### config.mk
export PLATFORM = sky130hd
export DESIGN_NAME = rob_tag_ctrl
export DESIGN_NICKNAME = d
export VERILOG_FILES = /design/src/rtl/rob_tag_ctrl.sv
export SDC_FILE = /design/constraint.sdc
export NUM_CORES = 1
export LEC_CHECK = 0
export ABC_AREA = 1
export BUFFER_PORTS_ARGS = -buffer_cell sky130_fd_sc_hd__buf_2
export CELL_PAD_IN_SITES_DETAIL_PLACEMENT = 2
export CELL_PAD_IN_SITES_GLOBAL_PLACEMENT = 2
export CORE_MARGIN = 1.5
export CORE_UTILIZATION = 37
export CTS_CLUSTER_SIZE = 12
export DETAILED_ROUTE_END_ITERATION = 16
export MAX_ROUTING_LAYER = met4
export PLACE_DENSITY = 0.88
export SLEW_MARGIN = 20
export SYNTH_ARGS = -nofsm -noshare
export SYNTH_HDL_FRONTEND = slang
export SYNTH_SLANG_ARGS = --single-unit
### constraint.sdc
create_clock -name clk -period 4.2 [get_ports clk]
set_input_delay 0.84 -clock clk [delete_from_list [all_inputs] [get_ports clk]]
set_output_delay 0.84 -clock clk [all_outputs]
set_load 0.005 [all_outputs]
### src/rtl/rob_tag_ctrl.sv
// -----------------------------------------------------------------------------
// rob_tag_ctrl
//
// Reorder-buffer tag controller between decode/dispatch and writeback.
// It hands out in-order tags 1..DEPTH to decode, marks them complete on
// writeback, and retires completed tags strictly in program order, at most
// one per cycle. Tag 0 means "no tag" and is never allocated.
//
// Optional feature macro: ROB_WB_BYPASS_EN
//   When defined, a writeback that hits the current head counts as done for
//   that same edge's commit decision, so the commit pulse comes one cycle
//   earlier. When undefined, commit looks only at the registered done bit.
//
// Parameters
//   TAG_W  tag width in bits
//   DEPTH  number of entries (tags 1..DEPTH), DEPTH <= 2^TAG_W - 1
//
// Ports
//   clk           clock, all state updates on the rising edge
//   rst           asynchronous active-low reset
//   alloc_en      decode dispatches an instruction this cycle
//   target        tag the next dispatch receives; 0 when full or in reset
//   rob_full      no free entry
//   wb_valid      writeback result valid this cycle
//   wb_tag        tag of the completing instruction
//   flush         squash every in-flight entry (highest priority)
//   commit_valid  registered one-cycle pulse per retired tag
//   commit_tag    retired tag while commit_valid=1, else 0
//   count         number of occupied entries
// -----------------------------------------------------------------------------
module rob_tag_ctrl #(
    parameter int TAG_W = 4,
    parameter int DEPTH = 15
) (
    input  logic             clk,
    input  logic             rst,
    input  logic             alloc_en,
    output logic [TAG_W-1:0] target,
    output logic             rob_full,
    input  logic             wb_valid,
    input  logic [TAG_W-1:0] wb_tag,
    input  logic             flush,
    output logic             commit_valid,
    output logic [TAG_W-1:0] commit_tag,
    output logic [TAG_W:0]   count
);

    localparam logic [TAG_W:0]   DEPTH_CNT = (TAG_W+1)'(DEPTH);
    localparam logic [TAG_W:0]   ONE_CNT   = (TAG_W+1)'(1);
    localparam logic [TAG_W-1:0] LAST_TAG  = TAG_W'(DEPTH);
    localparam logic [TAG_W-1:0] FIRST_TAG = TAG_W'(1);

    logic [TAG_W-1:0] head;
    logic [TAG_W-1:0] tail;
    logic [DEPTH:1]   busy;
    logic [DEPTH:1]   done;
    logic [DEPTH:1]   wb_hit;
    logic             head_done;
    logic             not_full;
    logic             do_alloc;
    logic             do_commit;
`ifdef ROB_WB_BYPASS_EN
    logic             head_wb;
`endif

    // Pointers live in 1..DEPTH; the wrap skips the reserved tag 0.
    function automatic logic [TAG_W-1:0] next_ptr(input logic [TAG_W-1:0] p);
        return (p == LAST_TAG) ? FIRST_TAG : p + FIRST_TAG;
    endfunction

    // Per-entry decode: loops over 1..DEPTH so tag 0 and out-of-range tags
    // can never match an entry.
    always_comb begin
        wb_hit    = '0;
        head_done = 1'b0;
`ifdef ROB_WB_BYPASS_EN
        head_wb   = 1'b0;
`endif
        for (int i = 1; i <= DEPTH; i++) begin
            // An entry being allocated this edge is not busy yet, so a
            // writeback to it is dropped here automatically.
            wb_hit[i] = wb_valid && (wb_tag == TAG_W'(i)) && busy[i];
            if (head == TAG_W'(i)) begin
                head_done = done[i];
`ifdef ROB_WB_BYPASS_EN
                head_wb   = wb_valid && (wb_tag == TAG_W'(i)) && busy[i];
`endif
            end
        end
    end

    always_comb begin
        not_full = (count != DEPTH_CNT);
        do_alloc = alloc_en && not_full;
`ifdef ROB_WB_BYPASS_EN
        do_commit = (count != '0) && (head_done || head_wb);
`else
        do_commit = (count != '0) && head_done;
`endif
        // Gate with rst so outputs read their reset values while rst is low.
        target   = (rst && not_full) ? tail : '0;
        rob_full = rst && !not_full;
    end

    always_ff @(posedge clk or negedge rst) begin
        if (!rst) begin
            head         <= FIRST_TAG;
            tail         <= FIRST_TAG;
            count        <= '0;
            busy         <= '0;
            done         <= '0;
            commit_valid <= 1'b0;
            commit_tag   <= '0;
        end else if (flush) begin
            head         <= FIRST_TAG;
            tail         <= FIRST_TAG;
            count        <= '0;
            busy         <= '0;
            done         <= '0;
            commit_valid <= 1'b0;
            commit_tag   <= '0;
        end else begin
            if (do_alloc) begin
                tail <= next_ptr(tail);
            end
            if (do_commit) begin
                head <= next_ptr(head);
            end
            commit_valid <= do_commit;
            commit_tag   <= do_commit ? head : '0;

            case ({do_alloc, do_commit})
                2'b10:   count <= count + ONE_CNT;
                2'b01:   count <= count - ONE_CNT;
                default: count <= count;
            endcase

            // Alloc and commit never target the same entry: head==tail with
            // entries in flight only when full, and then alloc is blocked.
            for (int i = 1; i <= DEPTH; i++) begin
                if (do_alloc && (tail == TAG_W'(i))) begin
                    busy[i] <= 1'b1;
                    done[i] <= 1'b0;
                end else if (do_commit && (head == TAG_W'(i))) begin
                    busy[i] <= 1'b0;
                    done[i] <= 1'b0;
                end else if (wb_hit[i]) begin
                    done[i] <= 1'b1;
                end
            end
        end
    end

endmodule

==> Yosys cells after proc, flatten, opt, wreduce, memory -nomap -nowiden <==
Index checks and enable logic that the tools add are counted.
{ "op_classes": {"add_sub_neg": 4, "multipliers": 0, "n_div": 0, "order_cmp": 0, "n_eq_ne": 48, "n_shift": 0, "muxes": 104, "bitwise": 0, "n_reduce_logical": 99} }
{ "op_table": {"columns": ["operator", "count"], "rows": [
  ["4-bit equality test, second input constant", 24],
  ["1-bit 2-to-1 mux", 91],
  ["1-bit logical AND", 64],
  ["4-bit nonzero test", 15],
  ["4-bit by 3-bit equality test with 1-bit output, second input constant", 12],
  ["3-bit nonzero test", 16],
  ["4-bit 2-to-1 mux", 9],
  ["15-bit 2-to-1 mux", 2],
  ["4-bit by 2-bit equality test with 1-bit output, second input constant", 6],
  ["4-bit by 1-bit equality test with 1-bit output, second input constant", 3],
  ["5-bit one-hot mux with 2 select lines", 1],
  ["4-bit by 1-bit adder with 4-bit output, second input constant", 2],
  ["5-bit by 1-bit adder with 5-bit output, second input constant", 1],
  ["5-bit 2-to-1 mux", 1],
  ["5-bit by 4-bit inequality test with 1-bit output, second input constant", 1],
  ["5-bit nonzero test", 1],
  ["5-bit by 1-bit subtractor with 5-bit output, second input constant", 1],
  ["2-bit nonzero test", 2],
  ["2-bit by 1-bit equality test with 1-bit output, second input constant", 1],
  ["2-bit equality test, second input constant", 1],
  ["1-bit zero test", 1]
]} }
{ "word_totals": {"reg_bits": 48, "latchBits": 0, "ramBits": 0, "romBits": 0, "in_bits": 9, "word_cells": 290, "memories": 0} }

==> Logic depth before layout (Yosys ltp) <==
Gate-level depths: netlist (run 1).
{ "logic_depth": {"ltp_word": 21, "ltp_mapped": 31} }

==> Least setup slack after synthesis (run 1) <==
Ideal clock, no wire load.
{ "synth_timing": {"path_type": "reg-to-reg", "start": "register head[0]", "end": "register count[4]", "setup_time_ns": 0.117, "arrival_ns": 2.552, "t_required_ns": 4.083, "setup_slack_ns": 1.531, "stages_incl_launch_ff": 29, "path_buffers": 0, "period_less_slack_ns": 2.669, "cell_sequence": "dfstp_2 > inv_1 > ha_1 > nor2_1 > nand3_1 > nand3_1 > nand2_1 > nand2_1 > nand2_1 > nand2_1 > nand2_1 > nand2_1 > nand2_1 > nand2_1 > nand2_1 > nand2_1 > nand2_1 > nand2_1 > nand2_2 > nand2_4 > nand3_4 > inv_2 > ha_1 > inv_1 > nor2_1 > nor2_1 > nand3_1 > nand3_1 > nand2_1"} }
{ "synth_via": {"elab_chain_cells": 20, "elab_cells_between_ends": 36} }
{ "synth_lines": {"columns": ["element", "line_no", "text"], "rows": [
  ["start: declaration", "53", "logic [TAG_W-1:0] head;"],
  ["start signal: assignment", "127", "head <= next_ptr(head);"],
  ["4-bit by 1-bit equality test with 1-bit output", "83", "if (head == TAG_W'(i)) begin"],
  ["1-bit 2-to-1 mux (14 in a row)", "83", null],
  ["1-bit 2-to-1 mux *", "83", null],
  ["1-bit logical AND *", "98", "do_commit = (count != '0) && head_done;"],
  ["2-bit by 1-bit equality test with 1-bit output / 2-bit equality test (equally long branches)", "132", "case ({do_alloc, do_commit})"],
  ["5-bit one-hot mux with 2 select lines", "132", null],
  ["5-bit 2-to-1 mux", "114", "end else if (flush) begin"],
  ["end signal: assignment", "133", "2'b10: count <= count + ONE_CNT;"],
  ["end signal: assignment", "134", "2'b01: count <= count - ONE_CNT;"],
  ["end signal: assignment", "135", "default: count <= count;"],
  ["end: declaration", "45", "output logic [TAG_W:0] count"]
]} }
Mark *: on every way between the ends. The rest lies on a longest branch, timed or not.
A chain may end at the register's enable or synchronous reset.

==> Worst setup path in the final report (run 1) <==
Ends and elaborated chain as after synthesis.

==> run summary, run 1 <==
For the final database, setup skew stands at 0.00740 ns. From left edge to right edge, the die measures 90.7 um. The tools report the data required time at the worst endpoint as 4.41 ns.

The busiest layer in global routing is met2. The startpoint type of the worst setup path was a register. For the count of unresolved DRC violations after routing, the log shows 0. The data arrival at the endpoint of the critical path was 3.49 ns.

The compound-gate portion of the synthesized area is 0.116, and the area of the core region is 0.00733 mm2. The number of antenna cells inserted was 0; the count of final setup violators was 0. The worst-case setup margin in the final layout is 0.921 ns, and the adder and majority cell fraction of the synthesized area is 0.0440.

The run finished with clean final reports. The critical-path cell with the highest stage delay is dfstp_2. Among all flip-flop cells after synthesis, the most frequent one is dfrtp_1. For this block, the routed nets add up to 9630 um of wire. The run gives 382 as the number of instances in the synthesized netlist.

The worst-case headroom to the max-slew limit is 0.357. The tools report the launching point of the worst reg2reg path as head[0]$_DFFE_PN1P_. The number of buffers added by the clock tree synthesis step is 5. The number of nets in the final layout was 426; the average cell area after synthesis was 7.44 um2. The fraction of layout instances using a drive strength above 1 was 0.140. Dividing total power by cell area gives a power density of 291 mW/mm2. For the total die area, the log shows 0.00822 mm2. The setup slack of the most critical reg-to-reg path came out at 0.92 ns.

The dominant cell type by count on the critical path was nand2_1. Post-CTS timing repair inserted 0 buffers for setup. The run gives 0 as the final-report hold violation count.

Part of the cycle the worst path needs: 0.781. For the static leakage, the log shows 1.58 nW. The setup TNS was 0 ns. The number of input and output port buffers inserted was 23; the met3 layer usage reported by global route was 0.0362.

The detail-routed via count per cell was 5.29. Design area: 0.00315 mm2. Summing all flip-flop and latch instances after layout gives 0.00120 mm2. The global routing met2 resource utilization was 0.458; the area of placed instances was 0.00306 mm2. The worst IR drop on VDD is 0.000191 V. The routed layout has 2682 vias. The tools report the number of clock sinks as 48. The length of the first detailed-routing pass in iterations is 4, and the total grt overflow is 0.

Placer's final routability congestion estimate: 0.869. The number of cell instances on the worst register-to-register path is 31, and the proportion of synthesized flip-flops having asynchronous set or reset is 1.00. The run gives 0 as the Yosys warning count. The simple-gate area share of the yosys netlist is 0.310.

The endpoint identified for the worst register-to-register timing path is count[4]$_DFFE_PN0P_. For the combined global-route utilization of all metal layers, the log shows 0.262. The number of nets in the synthesized netlist is 401.

The met1 global-route usage came out at 0.317. The clock period minus worst slack was 3.28 ns. Compared with the post-synthesis result, the final layout area differs by 10.9%. Clock-pin slew was measured on the worst setup and hold paths at 0.10 ns. The tools report the final standard cell utilization of the core as 0.430.

The critical path in this run is classified as reg -> reg. Clock latency on the worst-skew pair, taken at its later pin, is 0.32 ns. The boundary pin count is 24.

The routed wirelength normalized by instance count works out to 19.0 um. In this run, post-CTS repair resized a total of 0 instances. Type of the most critical hold path: in -> async. Count of unique library cells instantiated by Yosys: 35. Before CTS, the worst setup slack after placement is 0.976 ns. The maximum fanout along the worst path works out to 6. The tools report the post-detailed-route count of antenna-violating nets as 0. Effective utilization at floorplan: 0.388. Buffers inserted to repair hold after CTS numbered 0. The largest net degree at the start of global routing was 47; the number of enable-type register cells in the synthesized netlist was 0.

At the pin with the least slew margin, the transition time is 0.963 ns. The wire length of the first global-routing pass is 16300 um, and the number of violations of the max-capacitance limit is 0. The clock passes through at most 2 buffers. The site row count was 31; the synthesis-stage register bit count was 48. The count of filler cells inserted in the layout was 912.

After synthesis, the largest family of logic cells by area is simple AND/OR/NAND/NOR gates. The number of slew-limit violations in the final report is 0, and the post-synthesis share of cell area spent on xor and xnor gates is 0.00308. The commonest non-fill, non-tap cell in the layout is nand2_1. For the summed instance area of the synthesized netlist, the log shows 0.00284 mm2. The vertical die dimension came out at 90.7 um. Setup repair after global routing left no endpoint under its margin. The top cell types in the final layout, fill and taps aside, are nand2_1 (84), inv_1 (61), dfrtp_1 (46). For this run, the top clock speed supported by timing is 305 MHz.

The fraction of the yosys area taken by sequential cells came out at 0.423. STA classifies the critical path endpoint as a register. The number of H-tree levels is 2.

The number of antenna violations at the first check in global routing is 0. The HPWL after detailed placement is 7330 um. The largest stage delay on the critical path is 0.58 ns. In this run, the number of DRC markers left after iteration 0 of detailed routing was 97. TritonCTS built the clock tree. The multi-input combinational cells in the finished layout cover a total of 0.00135 mm2. The tools report the number of global-route vias before repair as 3108. The mux cell area share after synthesis is 0.

The root buffer selected by CTS is clkbuf_8.
==> registers in the layout, indices dropped and copies added (netlist names) <==
register	cells
busy	15
done	15
count	5
commit_tag	4
head	4
tail	4
commit_valid	1
==> synth_stat cells, drive strengths merged, types with 2 or more instances <==
master | number | share of area
clkbuf | 3 | 0.0040
dfrtp | 46 | 0.40
nor2 | 47 | 0.067
nand2 | 91 | 0.14
nor3 | 5 | 0.0088
ha | 10 | 0.044
dfstp | 2 | 0.018
nand3 | 33 | 0.062
a21oi | 19 | 0.033
nand4 | 13 | 0.029
buf | 3 | 0.0066
o2111ai | 2 | 0.0062
o32ai | 2 | 0.0062
inv | 69 | 0.093
o21ai | 23 | 0.042
o22ai | 2 | 0.0044
o31ai | 5 | 0.013
==> kinds of logic after synthesis <==
logic type / after synthesis
and+or+nand+nor: 191
buffers and inverters: 75
AOI/OAI and AO/OA: 57
DFF: 48
adders and majority gates: 10
xor gates and xnor gates: 1
==> routing by layer <==
| metal | vias to the layer above | part of all wire |
|---|---|---|
| li1 | 1273 | - |
| met1 | 1369 | 0.45 |
| met2 | 32 | 0.52 |
| met3 | 8 | 0.023 |
| met4 | 0 | 0.0093 |
| met5 | - | 0 |
==> per-stage QoR <==
step | std cells | hold WS (ns) | power, mW
global placement | 499 | 0.506 | 0.609
detailed placement | 499 | 0.526 | 0.616
global route | 507 | 0.326 | 0.951
finish | 507 | 0.340 | 0.918
floorplan | 382 | 0.476 | 0.561
CTS | 507 | 0.335 | 0.921
==> how the worst max path moves through the flow <==
stage | startpoint | endpoint | slack, ns | depth (start not counted)
after floorplan | head[0]$_DFFE_PN1P_ | count[4]$_DFFE_PN0P_ | 1.53 | 28
after global placement | head[0]$_DFFE_PN1P_ | count[4]$_DFFE_PN0P_ | 1.26 | 31
after detailed placement | head[0]$_DFFE_PN1P_ | count[4]$_DFFE_PN0P_ | 0.98 | 31
after CTS | head[0]$_DFFE_PN1P_ | count[4]$_DFFE_PN0P_ | 0.88 | 31
after global routing | head[0]$_DFFE_PN1P_ | count[4]$_DFFE_PN0P_ | 0.55 | 31
final | head[0]$_DFFE_PN1P_ | count[4]$_DFFE_PN0P_ | 0.92 | 31
==> area by class of cell <==
cell class	count	share of cell area
Clock buffer	6	0.0262
Clock inverter	2	0.00318
Inverter	69	0.0838
Multi-Input combinational cell	259	0.427
Sequential cell	48	0.382
Tap cell	99	0.0393
Timing Repair Buffer	24	0.0389
==> worst max-delay path: cells and delay by family (launching register included) <==
family / cells / cell delay [ns]
buf+inv: 3 / 0.21
fa+ha+maj: 2 / 0.42
flops: 1 / 0.58
simple gates: 26 / 1.96
==> where the power goes <==
part | internal [mW] | leakage [nW] | switching, mW
clock | 0.132 | 0.0510 | 0.177
sequential | 0.473 | 0.659 | 0.0125
combinational | 0.0315 | 0.866 | 0.0917
total | 0.637 | 1.58 | 0.281
Power figures use the tool's default switching activity.
==> run 2: changes to the inputs <==
--- a/config.mk
+++ b/config.mk
@@ -10,11 +10,11 @@
 export CELL_PAD_IN_SITES_DETAIL_PLACEMENT = 2
 export CELL_PAD_IN_SITES_GLOBAL_PLACEMENT = 2
 export CORE_MARGIN = 1.5
-export CORE_UTILIZATION = 37
+export CORE_UTILIZATION = 35
 export CTS_CLUSTER_SIZE = 12
 export DETAILED_ROUTE_END_ITERATION = 16
 export MAX_ROUTING_LAYER = met4
-export PLACE_DENSITY = 0.88
+export PLACE_DENSITY = 0.84
 export SLEW_MARGIN = 20
 export SYNTH_ARGS = -nofsm -noshare
 export SYNTH_HDL_FRONTEND = slang
==> constraint.sdc (replaced) <==
create_clock -name clk -period 3.19 [get_ports clk]
set_input_delay 0.638 -clock clk [delete_from_list [all_inputs] [get_ports clk]]
set_output_delay 0.638 -clock clk [all_outputs]
set_load 0.005 [all_outputs]
==> run summary, run 2 (same netlist as run 1, synthesis figures left out) <==
The flow ran to the end, and the final reports show no timing, DRC or antenna violations. The first detailed-routing pass took 4 iterations. The first global-routing pass estimated 15700 um of wire. The number of antenna cells inserted is 0.

The largest stage delay on the critical path was 0.60 ns. In this run the number of H-tree levels came out at 2. Setup slack on the critical path of the routed design comes to 0.0632 ns. The horizontal die dimension came out at 93.1 um. Setup repair after global routing could not meet its margin everywhere. Startpoint type of the worst setup path: a register. Commonest non-fill, non-tap cell in the layout: nand2_1.

Summed over all cells, the static leakage comes to 1.66 nW. Clock latency on the worst-skew pair, taken at its later pin, is 0.32 ns. The part of the cycle the worst path needs was 0.980. The met1 wire length is 4650 um.

Leaving out fill and tap cells, the most frequent cells in the layout are nand2_1 (75), inv_1 (56), dfrtp_1 (45). For the number of global-route vias before repair, the log shows 2964. For the finished layout, the period the worst path requires is 3.13 ns. In this design, the critical path's most frequently occurring cell is nand2_1. The largest net degree at the start of global routing is 43.

After routing the design area is 0.00341 mm2. The detail-routed via count per cell was 5.40. Across the VDD grid, the largest voltage drop is 0.000168 V. The worst hold path belongs to the class in -> async.

Hold timing on the final database bottoms out at a slack of 0.171 ns. Global routing finished with a remaining overflow of 0. Root buffer selected by CTS: clkbuf_8.

The die is 93.1 um tall. TritonCTS built the clock tree. The tool flagged a number of max-cap violations equal to 0. Buffers inserted to repair hold after CTS numbered 0.

In the routed design, unresolved DRC markers number 0. The startpoint-to-endpoint class of the critical path is reg -> reg. The logs give 32 for the site row count and 48 for the number of clock sinks. Derived from the worst setup path, the maximum achievable clock frequency is 320 MHz.

The routed design uses 5500 um of met2 wire. The number of antenna violations at the first check in global routing came out at 0. Number of slew-limit violations in the final report: 0. The placed wire-length estimate after detailed placement was 7020 um; the transition at the pin with the smallest max-transition slack was 0.639 ns. The run gives 2 as the maximum buffer depth of the clock tree. The area of placed instances was 0.00308 mm2; the total vias in the final route was 2849.

Data arrival at the endpoint of the critical path: 3.39 ns. Routed signal wires occupy layers up through met4. The boundary pin count came out at 24. The power density over the cells works out to 363 mW/mm2.

Data on the critical path is required at its endpoint by 3.45 ns. The tools report the total power draw as 1.24 mW. The detail route stage leaves a number of antenna-violating nets equal to 0. The worst-case headroom to the max-slew limit was 0.574.

The routed design has 10600 um of wire. Dividing the detail-routed wire length by the instance count gives 20.2 um. The final-report hold violation count is 0. The largest registers in the layout are busy: 15 flops, done: 15 flops, count: 5 flops. For the combined global-route utilization of all metal layers, the log shows 0.243.

The maximum fanout along the worst path was 4; the number of nets in the final layout was 445. The effective utilization at floorplan came out at 0.364. Routability-driven placement finished with a final weighted congestion of 0.864. The endpoint class of the critical path was a register. The clock arrives with 0.00724 ns of skew. Number of input and output port buffers inserted: 23. The area added between synthesis and finish came out at 19.9%. The count of final setup violators was 0. The critical-path cell with the highest stage delay is dfstp_2. In this run the standard cell core region covers 0.00781 mm2.

The iteration-0 DRC count of the detailed router is 109. After clock tree synthesis, the clock-pin slew on the worst setup and hold paths is 0.10 ns. The fraction of layout instances using a drive strength above 1 was 0.237; the number of buffers added by the clock tree synthesis step was 5. The worst-case setup slack after placement was 0.105 ns.

In the detailed route, the total length drawn on met3 is 327 um. The die covers 0.00867 mm2.
==> run 2: repair_timing <==
action,4_1_cts,5_1_grt
gates resized for setup,6,30
endpoints found under the setup margin,2,10
buffers inserted,4,13
pin swaps,1,10
==> run 2: where the power goes <==
group          internal [mW]  switching, mW  leakage, nW  total [mW]
clock                  0.194          0.225       0.0503       0.419
sequential             0.623         0.0171        0.657       0.640
combinational         0.0499          0.128        0.952       0.178
total                  0.867          0.370         1.66        1.24
==> run 2: per-layer routing <==
metal,vias up,global-route usage
met4,0,0.0644
li1,1314,-
met1,1463,0.312
met2,57,0.401
met3,15,0.0374
met5,-,-
==> run 2: final timing paths <==
| path | start | endpoint | slack (ns) | cells after the start |
|---|---|---|---|---|
| max | head[0]$_DFFE_PN1P_ | count[4]$_DFFE_PN0P_ | 0.06 | 29 |
| min | rst | done[15]$_DFFE_PN0P_ | 0.17 | 1 |
| max reg2reg | head[0]$_DFFE_PN1P_ | count[4]$_DFFE_PN0P_ | 0.06 | 29 |
| min reg2reg | busy[11]$_DFFE_PN0P_ | busy[11]$_DFFE_PN0P_ | 0.54 | 2 |
| max in group asynchronous | rst | head[1]$_DFFE_PN0P_ | 2.16 | 2 |
| min in group clk | busy[11]$_DFFE_PN0P_ | busy[11]$_DFFE_PN0P_ | 0.54 | 2 |
==> run 2: critical path: cells and delay by family (launching register included) <==
kind / cells / cell delay (ns)
simple gates: 24 / 1.88
flops: 1 / 0.60
fa+ha+maj: 2 / 0.39
buf+inv: 3 / 0.23
==> run 2: cell type report <==
type / instances / area [um2]
multi-input combinational: 259 / 1440
inverter: 69 / 274
sequential: 48 / 1200
tap: 102 / 128
timing repair buffer: 43 / 269
fill: 926 / 4400
clock buffer: 7 / 96.3
==> run 2: through the flow <==
| stage | util | setup TNS (ns) | instances |
|---|---|---|---|
| global placement | 0.394 | 0 | 504 |
| finish | 0.437 | 0 | 528 |
| floorplan | - | 0 | 382 |
| global route | 0.437 | -1.00 | 528 |
| CTS | 0.414 | 0 | 515 |
| detailed placement | 0.394 | 0 | 504 |
==> run 3: changes to the inputs <==
--- a/config.mk
+++ b/config.mk
@@ -13,7 +13,6 @@
 export CORE_UTILIZATION = 35
 export CTS_CLUSTER_SIZE = 12
 export DETAILED_ROUTE_END_ITERATION = 16
-export MAX_ROUTING_LAYER = met4
 export PLACE_DENSITY = 0.84
 export SLEW_MARGIN = 20
 export SYNTH_ARGS = -nofsm -noshare
==> run summary, run 3 (same netlist as run 1, synthesis figures left out) <==
Commonest non-fill, non-tap cell in the layout: nand2_1. The die covers 0.00867 mm2. In this run, CTS created clock tree buffers numbering 5. The number of slew-limit violations in the final report is 0. The transition at the pin with the smallest max-transition slack was 0.640 ns.

The maximum buffer depth of the clock tree is 2. The largest registers in the layout are busy: 15 flops, done: 15 flops, count: 5 flops. The initialized floorplan defines 32 standard-cell rows. Final-report hold violation count: 0.

The tightest hold margin is 0.173 ns. Across the VDD grid, the largest voltage drop is 0.000168 V. The endpoint class of the critical path was a register.

Summing all non-filler instances in the final layout gives an area of 0.00341 mm2. Dividing total power by cell area gives a power density of 363 mW/mm2. Entering global routing, the biggest net connects 43 pins. In this run the worst path has a maximum fanout of 4. 24 I/O pins were placed.

Horizontal die dimension: 93.1 um. The combined global-route utilization of all metal layers was 0.236. For the area of placed instances, the log shows 0.00308 mm2.

The number of antenna violations at the first check in global routing is 0, and the area added between synthesis and finish is 19.9%. The flow ran to the end, and the final reports show no timing, DRC or antenna violations. Among all stages on the critical path, the largest delay is contributed by dfstp_2.

The data required time at the worst endpoint is 3.45 ns, and the worst-case headroom to the max-slew limit is 0.573. The cell sitting at the root of the clock tree is a clkbuf_8. The endpoint identified for the worst register-to-register timing path is count[4]$_DFFE_PN0P_. After layout, the worst setup slack is 0.0612 ns.

Area of the core region: 0.00781 mm2. For the worst setup path, the data arrival time is 3.39 ns. Counting cells, the worst reg-to-reg path comes to 29.

The type of the most critical hold path was in -> async. The part of the cycle the worst path needs is 0.981. For this block, the via count after detailed routing is 2838. Launching point of the worst reg2reg path: head[0]$_DFFE_PN1P_. Total power for the finished layout comes to 1.24 mW. The tools report the iteration-0 DRC count of the detailed router as 111. The startpoint type of the worst setup path is a register.

The number of global-route vias before repair came out at 2967. The fraction of layout instances using a drive strength above 1 works out to 0.237. Across the run, the number of max-cap violations was 0.

Setup violations remaining at the end of the flow were counted as 0. The HPWL after detailed placement is 7020 um. The number of H-tree levels was 2. The total grt overflow is 0, and the post-detailed-route count of antenna-violating nets is 0. TritonCTS built the clock tree.

The run gives 0.06 ns as the setup slack of the most critical reg-to-reg path. Setup repair after global routing could not meet its margin everywhere. After the last flow step, the layout net total stands at 445.

Largest stage delay on the critical path: 0.60 ns. At the later pin of the worst-skew pair, clock insertion delay measures 0.31 ns. Timing analysis after detailed placement gives a worst setup slack of 0.105 ns. The tools report the clock skew after layout as 0.00702 ns.

Input and output buffers added on the ports amount to 23. For this run, the top clock speed supported by timing is 320 MHz. The final layout contains routed wiring with a total length of 10600 um. The vertical die dimension was 93.1 um; the static leakage was 1.66 nW.

Routability-driven placement finished with a final weighted congestion of 0.851. The count of unresolved DRC violations after routing was 0; the effective utilization at floorplan was 0.364. The repair_antennas step left the layout with diodes totalling 0.

The setup path with the least slack is of type reg -> reg. The top cell types in the final layout, fill and taps aside, are nand2_1 (75), inv_1 (56), dfrtp_1 (45). Among the stages of the critical path, the cell type that occurs most often is nand2_1. The first global-routing pass estimated 15700 um of wire.

The routed design could run at a clock period as short as 3.13 ns. For this design, the sink count on the clock tree is 48. After clock tree synthesis, the clock-pin slew on the worst setup and hold paths is 0.10 ns. Before antenna repair, the detailed router went through 4 iterations. After detailed routing, the number of vias per cell comes to 5.38. Dividing the detail-routed wire length by the instance count gives 20.1 um.
## run 3: layout make-up
cell class	count	area, um2
Clock buffer	7	96.3
Fill cell	926	4400
Inverter	69	274
Multi-Input combinational cell	259	1440
Sequential cell	48	1200
Tap cell	102	128
Timing Repair Buffer	43	269
## run 3: per-stage QoR
step	TNS, ns	util	instances
after floorplan	0	-	382
after global placement	0	0.394	504
final	0	0.437	528
after detailed placement	0	0.394	504
after CTS	0	0.414	515
after global routing	-1.00	0.437	528
## run 3: critical path, delay by kind of cell (launching register included)
kind                     cells  cell delay, ns
adder cells (fa/ha/maj)      2            0.39
buffers and inverters        3            0.23
flip-flops                   1            0.60
AND/OR/NAND/NOR             24            1.87
## run 3: per-layer routing
layer / vias up / wire, um / track usage
li1: 1315 / - / -
met1: 1453 / 4670 / 0.313
met2: 57 / 5500 / 0.400
met3: 13 / 296 / 0.0350
met4: 0 / 154 / 0.0644
met5: - / 0 / 0
## run 3: how the worst max path moves through the flow
stage                                    from  cells past startpoint                    to
after floorplan           head[0]$_DFFE_PN1P_                     28  count[4]$_DFFE_PN0P_
after global placement    head[0]$_DFFE_PN1P_                     28  count[4]$_DFFE_PN0P_
after detailed placement  head[0]$_DFFE_PN1P_                     31  count[4]$_DFFE_PN0P_
after CTS                 head[0]$_DFFE_PN1P_                     31  count[4]$_DFFE_PN0P_
after global routing      head[0]$_DFFE_PN1P_                     31  count[4]$_DFFE_PN0P_
final                     head[0]$_DFFE_PN1P_                     29  count[4]$_DFFE_PN0P_
## run 3: repair_timing
item / CTS / global route
resized for setup: 6 / 30
setup buffers: 4 / 13
hold buffers: 0 / 0
endpoints found under the hold margin: 0 / 0
pin swaps: 1 / 10
setup endpoints to repair: 2 / 10
## run 3: where the power goes
part / internal, mW / switching (mW) / total, mW
combinational: 0.0499 / 0.128 / 0.178
sequential: 0.623 / 0.0173 / 0.640
clock: 0.194 / 0.225 / 0.419
total: 0.867 / 0.370 / 1.24
